`src/rtl/rca_pipe_addsub_pkg.sv`:
```
// rtl/rca_pipe_addsub_pkg.sv - shared defaults and mode encoding for the pipelined add/sub unit
package rca_pipe_addsub_pkg;

  localparam int DEFAULT_WIDTH  = 16;
  localparam int DEFAULT_STAGES = 4;

  typedef enum logic {
    MODE_ADD = 1'b0,
    MODE_SUB = 1'b1
  } mode_e;

  // Subtraction is a + ~b + 1, so the external carry-in only matters when adding.
  function automatic logic stage0_cin(input mode_e mode, input logic cin);
    return (mode == MODE_SUB) ? 1'b1 : cin;
  endfunction

endpackage

```
`src/rtl/rca_pipe_addsub_if.sv`:
```
// rtl/rca_pipe_addsub_if.sv - operand/result handshake bundle for rca_pipe_addsub
interface rca_pipe_addsub_if
  import rca_pipe_addsub_pkg::*;
#(
  parameter int WIDTH = DEFAULT_WIDTH
);

  logic             in_valid;
  logic             in_ready;
  logic [WIDTH-1:0] a;
  logic [WIDTH-1:0] b;
  logic             cin;
  logic             sub;
  logic             out_valid;
  logic             out_ready;
  logic [WIDTH-1:0] sum;
  logic             cout;
  logic             ovf;
  logic             zero;

  modport master (
    output in_valid, a, b, cin, sub, out_ready,
    input  in_ready, out_valid, sum, cout, ovf, zero
  );

  modport slave (
    input  in_valid, a, b, cin, sub, out_ready,
    output in_ready, out_valid, sum, cout, ovf, zero
  );

endinterface

```
`src/rtl/rca_pipe_addsub_slice.sv`:
```
// rtl/rca_pipe_addsub_slice.sv - SW-bit combinational ripple chain of full-adder cells
module rca_pipe_addsub_slice
  import rca_pipe_addsub_pkg::*;
#(
  parameter int SW = DEFAULT_WIDTH / DEFAULT_STAGES
) (
  input  logic [SW-1:0] a,
  input  logic [SW-1:0] b,
  input  logic          cin,
  output logic [SW-1:0] s,
  output logic          cout
);

  logic [SW:0] c;

  assign c[0] = cin;

  for (genvar i = 0; i < SW; i++) begin : g_fa
    assign s[i]   = a[i] ^ b[i] ^ c[i];
    assign c[i+1] = (a[i] & b[i]) | (c[i] & (a[i] ^ b[i]));
  end

  assign cout = c[SW];

endmodule

```
`src/rtl/rca_pipe_addsub.sv`:
```
// rtl/rca_pipe_addsub.sv - pipelined ripple-carry add/subtract, one SW-bit slice per stage
// Global stall: when the last stage holds an unaccepted result, every stage freezes.
module rca_pipe_addsub
  import rca_pipe_addsub_pkg::*;
#(
  parameter int WIDTH  = DEFAULT_WIDTH,
  parameter int STAGES = DEFAULT_STAGES
) (
  input  logic              clk,
  input  logic              rst,
  rca_pipe_addsub_if.slave  bus
);

  localparam int SW   = WIDTH / STAGES;
  localparam int MSB  = WIDTH - 1;
  localparam int LAST = STAGES - 1;

  logic             stall;
  mode_e            mode;

  // Stage inputs: stage 0 from the bus, stage k from the registers of stage k-1.
  logic             v_in    [STAGES];
  logic             c_in    [STAGES];
  logic [WIDTH-1:0] a_in    [STAGES];
  logic [WIDTH-1:0] bp_in   [STAGES];
  logic [WIDTH-1:0] s_in    [STAGES];

  logic [SW-1:0]    s_slice [STAGES];
  logic             c_slice [STAGES];
  logic [WIDTH-1:0] s_merge [STAGES];

  logic             valid_d [STAGES];
  logic             valid_q [STAGES];
  logic             carry_d [STAGES];
  logic             carry_q [STAGES];
  logic [WIDTH-1:0] a_d     [STAGES];
  logic [WIDTH-1:0] a_q     [STAGES];
  logic [WIDTH-1:0] bp_d    [STAGES];
  logic [WIDTH-1:0] bp_q    [STAGES];
  logic [WIDTH-1:0] s_d     [STAGES];
  logic [WIDTH-1:0] s_q     [STAGES];
  logic             zero_d;
  logic             zero_q;

  assign mode  = mode_e'(bus.sub);
  assign stall = valid_q[LAST] & ~bus.out_ready;

  always_comb begin
    v_in[0]  = bus.in_valid;
    a_in[0]  = bus.a;
    bp_in[0] = (mode == MODE_SUB) ? ~bus.b : bus.b;
    c_in[0]  = stage0_cin(mode, bus.cin);
    s_in[0]  = '0;
    for (int k = 1; k < STAGES; k++) begin
      v_in[k]  = valid_q[k-1];
      a_in[k]  = a_q[k-1];
      bp_in[k] = bp_q[k-1];
      c_in[k]  = carry_q[k-1];
      s_in[k]  = s_q[k-1];
    end
  end

  for (genvar g = 0; g < STAGES; g++) begin : g_stage
    rca_pipe_addsub_slice #(
      .SW (SW)
    ) u_slice (
      .a    (a_in[g][g*SW +: SW]),
      .b    (bp_in[g][g*SW +: SW]),
      .cin  (c_in[g]),
      .s    (s_slice[g]),
      .cout (c_slice[g])
    );
  end

  // Bubbles advance like real beats so the pipe never collapses or reorders.
  always_comb begin
    for (int k = 0; k < STAGES; k++) begin
      s_merge[k]              = s_in[k];
      s_merge[k][k*SW +: SW]  = s_slice[k];
      valid_d[k] = stall ? valid_q[k] : v_in[k];
      carry_d[k] = stall ? carry_q[k] : c_slice[k];
      a_d[k]     = stall ? a_q[k]     : a_in[k];
      bp_d[k]    = stall ? bp_q[k]    : bp_in[k];
      s_d[k]     = stall ? s_q[k]     : s_merge[k];
    end
    zero_d = stall ? zero_q : (s_merge[LAST] == '0);
  end

  always_ff @(posedge clk or posedge rst) begin
    if (rst) begin
      for (int k = 0; k < STAGES; k++) begin
        valid_q[k] <= 1'b0;
        carry_q[k] <= 1'b0;
        a_q[k]     <= '0;
        bp_q[k]    <= '0;
        s_q[k]     <= '0;
      end
      zero_q <= 1'b0;
    end else begin
      for (int k = 0; k < STAGES; k++) begin
        valid_q[k] <= valid_d[k];
        carry_q[k] <= carry_d[k];
        a_q[k]     <= a_d[k];
        bp_q[k]    <= bp_d[k];
        s_q[k]     <= s_d[k];
      end
      zero_q <= zero_d;
    end
  end

  assign bus.in_ready  = ~stall;
  assign bus.out_valid = valid_q[LAST];
  assign bus.sum       = s_q[LAST];
  assign bus.cout      = carry_q[LAST];
  assign bus.zero      = zero_q;
  // Operand sign bits ride to the last stage; all-zero registers after reset keep ovf low.
  assign bus.ovf       = (a_q[LAST][MSB] == bp_q[LAST][MSB]) & (s_q[LAST][MSB] != a_q[LAST][MSB]);

endmodule

```
`src/flat_wrapper.sv`:
```
// flat-port wrapper written by rule: the top's interface ports become plain ports
module rca_pipe_addsub_flat import rca_pipe_addsub_pkg::*;
#(
  parameter int WIDTH  = DEFAULT_WIDTH,
  parameter int STAGES = DEFAULT_STAGES
)
  (clk, rst, bus_in_valid, bus_a, bus_b, bus_cin, bus_sub, bus_out_ready, bus_in_ready, bus_out_valid, bus_sum, bus_cout, bus_ovf, bus_zero);
  rca_pipe_addsub_if #(.WIDTH(WIDTH)) bus_i ();
  input  logic clk;
  input  logic rst;
  input wire logic [$bits(bus_i.in_valid)-1:0] bus_in_valid;
  input wire logic [$bits(bus_i.a)-1:0] bus_a;
  input wire logic [$bits(bus_i.b)-1:0] bus_b;
  input wire logic [$bits(bus_i.cin)-1:0] bus_cin;
  input wire logic [$bits(bus_i.sub)-1:0] bus_sub;
  input wire logic [$bits(bus_i.out_ready)-1:0] bus_out_ready;
  output wire logic [$bits(bus_i.in_ready)-1:0] bus_in_ready;
  output wire logic [$bits(bus_i.out_valid)-1:0] bus_out_valid;
  output wire logic [$bits(bus_i.sum)-1:0] bus_sum;
  output wire logic [$bits(bus_i.cout)-1:0] bus_cout;
  output wire logic [$bits(bus_i.ovf)-1:0] bus_ovf;
  output wire logic [$bits(bus_i.zero)-1:0] bus_zero;
  assign bus_i.in_valid = bus_in_valid;
  assign bus_i.a = bus_a;
  assign bus_i.b = bus_b;
  assign bus_i.cin = bus_cin;
  assign bus_i.sub = bus_sub;
  assign bus_i.out_ready = bus_out_ready;
  assign bus_in_ready = bus_i.in_ready;
  assign bus_out_valid = bus_i.out_valid;
  assign bus_sum = bus_i.sum;
  assign bus_cout = bus_i.cout;
  assign bus_ovf = bus_i.ovf;
  assign bus_zero = bus_i.zero;
  rca_pipe_addsub #(.WIDTH(WIDTH), .STAGES(STAGES)) u_core (.clk(clk), .rst(rst), .bus(bus_i));
endmodule
```
`config.mk`:
```
export PLATFORM = sky130hd
export DESIGN_NAME = rca_pipe_addsub_flat
export DESIGN_NICKNAME = d
export VERILOG_FILES = /design/src/rtl/rca_pipe_addsub_pkg.sv /design/src/rtl/rca_pipe_addsub_if.sv /design/src/rtl/rca_pipe_addsub_slice.sv /design/src/rtl/rca_pipe_addsub.sv /design/src/flat_wrapper.sv
export SDC_FILE = /design/constraint.sdc
export NUM_CORES = 1
export LEC_CHECK = 0
export ABC_AREA = 1
export BUFFER_PORTS_ARGS = -buffer_cell sky130_fd_sc_hd__buf_4
export CORE_MARGIN = 2
export CORE_UTILIZATION = 36
export DETAILED_ROUTE_END_ITERATION = 8
export SKIP_LAST_GASP = 1
export SYNTH_ARGS = -nofsm -noshare
export SYNTH_HDL_FRONTEND = slang
export SYNTH_HIERARCHICAL = 1
export SYNTH_SLANG_ARGS = --single-unit
```
`constraint.sdc`:
```
create_clock -name clk -period 5.3 [get_ports clk]
set_input_delay 0.53 -clock clk [delete_from_list [all_inputs] [get_ports clk]]
set_output_delay 0.53 -clock clk [all_outputs]
set_load 0.01 [all_outputs]
```
==> flow_summary_export.csv <==
group,metric,value,unit
timing,setup_viol_count_final,0,
cts,cts_made_buffers,9,
worst_setup_path,rrSetupSlack,2.95,ns
floorplanning,initial_core_util,0.369,
timing,relSlewSlack,0.390,
synthesis,ys.warnings.count,6,
worst_setup_path,cp-start-kind,"input pin",
timing,fin_skew,0.00643,ns
cts,ctsLongestPathBuffers,2,
place,placedInstanceArea,0.00491,sq mm
layout,nFillCells,1211,
timing,maxSlewViolCount,0,
worst_setup_path,arrival,2.72,ns
global_routing,grt_util_all_layers,0.129,
floorplanning,coreArea,0.0121,sq mm
synthesis,synth_common_cells,"nand2_1, dfrtp_1, inv_1, o21ai_0",
routing,drc_errors,0,
synthesis,netlist_area,0.00445,sq mm
worst_setup_path,required,5.58,ns
timing,holdWs,0.229,ns
worst_setup_path,crit_type,"input pin to register",
pwr,peakVddDrop,172,uV
cts,clkSinkCount,99,
synthesis,synth.distinct_cells,23,
worst_setup_path,r2r_start,"u_core/a_in[12]",
synthesis,synth_top_area_share,0.556,
place,io_buffers,58,
floorplanning,die_area,0.0133,sq mm
pwr,p_total,2.92,mW
worst_setup_path,r2r.worst_path.cells,13,
synthesis,synthFlopType,"dfrtp_1",
global_routing,grt_pass1_wl,13300,um
timing,rsz0062_at_grt,"false",
synthesis,ys_seq_area_frac,0.556,
synthesis,ys_ff_latch,99,
run_status,status,"complete, no violations",
layout,antenna_cells,0,
cts,clk_latency,0.34,ns
routing,via_count,2976,
timing,worstMarginPinSlew,0.915,ns
floorplanning,rows,40,
global_routing,overflow,0,
job,cap_violations,0,
global_routing,antenna_found_initial,0,
pwr,p_leak,2.69,nW
cts,cts_tree,"built",
timing,min_period_over_period,0.461,
layout,nNetsFinal,578,
cts,h-tree-depth,3,
worst_setup_path,crit_fanout,17,
routing,drt-pass1-iter-count,4,
cts,post-cts-setup-buffer-count,0,
global_routing,grt_max_degree,105,
global_routing,grt_pass1_vias,2958,
cts,root_buffer,"clkbuf_16",
routing,routed_wl,7720,um
floorplanning,fp.dieW,115,um
hold_path,hold_path.class,"input pin to async pin",
synthesis,syn_nets,530,
cts,cts-hold-fix-buffers,0,
synthesis,netlist_top_cells_area,"dfrtp_1, nand2_1, fa_1, inv_1, o21ai_0",
worst_setup_path,cpPeakStageDelay,0.40,ns
synthesis,postSynth.asyncResetShare,1.00,
timing,period_minus_slack,2.44,ns
timing,clock.fmax,409,MHz
synthesis,yosys.area.top_type,"dfrtp_1",
place,hpwl,5220,um
layout,final_area,0.00521,sq mm
layout,syn_to_final_growth,17.1,%
timing,tns,0,ns
timing,finalHoldViolations,0,
pwr,cellPowerDensity,561,mW/mm^2
worst_setup_path,path_cells,"buf_4 > or2_2 > fa_1 > inv_1 > fa_1 > inv_1 > fa_1 > inv_1 > fa_1 > inv_1 > nand2_1 > nand2_1",
cts,path_clk_slew,0.06,ns
place,gp_congestion,0.710,
synthesis,synth.avg_cell_area,9.36,sq um
routing,wl_per_cell,11.1,um
worst_setup_path,worst_path_max_delay_cell,"fa_1",
synthesis,yosysMostFrequentCell,"nand2_1",
layout,drive_gt1_frac,0.155,
routing,viasPerCell,4.28,
floorplanning,io_pins,59,
floorplanning,dieHeight,115,um
routing,ant_nets,0,
worst_setup_path,worst_setup_path_end_kind,"register",
worst_setup_path,reg2reg_to,"u_core/bus.zero",
synthesis,synth-edff-count,0,
routing,first_iter_violations,167,
cts,cts-resized-gates,0,
synthesis,syn-instance-count,476,
layer usage:
layer	wire [um]	GRT usage
met1	3780	0.168
met2	3550	0.206
met4	138	0.0506
met5	0	0
met3	256	0.0322
placed cells by master (no fill, tap or decap), types with 4 or more instances in the layout:
cell	count
clkbuf_16	9
o21ai_1	16
inv_1	66
fa_1	16
dfrtp_1	99
xnor2_1	12
buf_4	60
nand2_1	179
nor2_1	9
o21ai_0	41
xor2_1	4
kinds of logic after synthesis:
logic type,share of synthesized area
simple gates,0.163
flops,0.556
buf+inv,0.105
compound gates,0.0719
xor+xnor,0.0315
fa+ha+maj,0.0719
how the worst max path moves through the flow:
stage	start	endpoint	slack [ns]
2_1_floorplan	rst	u_core/a_in[12]	2.18
3_3_place_gp	bus_sub	u_core/s_in[35]	2.54
3_5_place_dp	bus_sub	u_core/s_in[35]	2.49
4_1_cts	bus_sub	u_core/s_in[35]	2.84
5_1_grt	bus_sub	u_core/s_in[35]	2.74
6_report	bus_sub	u_core/s_in[35]	2.86
per-stage QoR:
step	std cells	utilization	worst slack, ns
6_report	696	0.432	2.86
5_1_grt	696	0.432	2.74
3_5_place_dp	681	0.407	2.49
3_3_place_gp	681	0.407	2.54
4_1_cts	696	0.432	2.84
2_1_floorplan	476	-	2.18
where the power goes:
group | internal (mW) | switching (mW)
clock | 0.388 | 0.266
combinational | 0.414 | 0.597
sequential | 1.09 | 0.171
flip-flops by register name, indices dropped and copies added, names as in the netlist:
signal                count
u_core/a_in              24
u_core/a_q                1
u_core/bp_in             24
u_core/bp_q               1
u_core/bus.cout           1
u_core/bus.out_valid      1
u_core/bus.sum           16
u_core/bus.zero           1
u_core/c_in               3
u_core/s_in              24
u_core/v_in               3
worst max-delay path, delay by kind of cell:
family        cells  cell delay (ns)
buf+inv           5             0.45
fa+ha+maj         4             1.27
simple gates      3             0.48
cell type report:
cell class	instances	area (sq um)	share of cell area
flip-flops and latches	99	2480	0.475
multi-input cells	285	1510	0.289
repair buffers	60	450	0.0864
inverters	69	264	0.0506
clock buffers	11	253	0.0485
well taps	168	210	0.0403
clock inverters	4	50.0	0.00960
(Power assumes the default switching activity.)
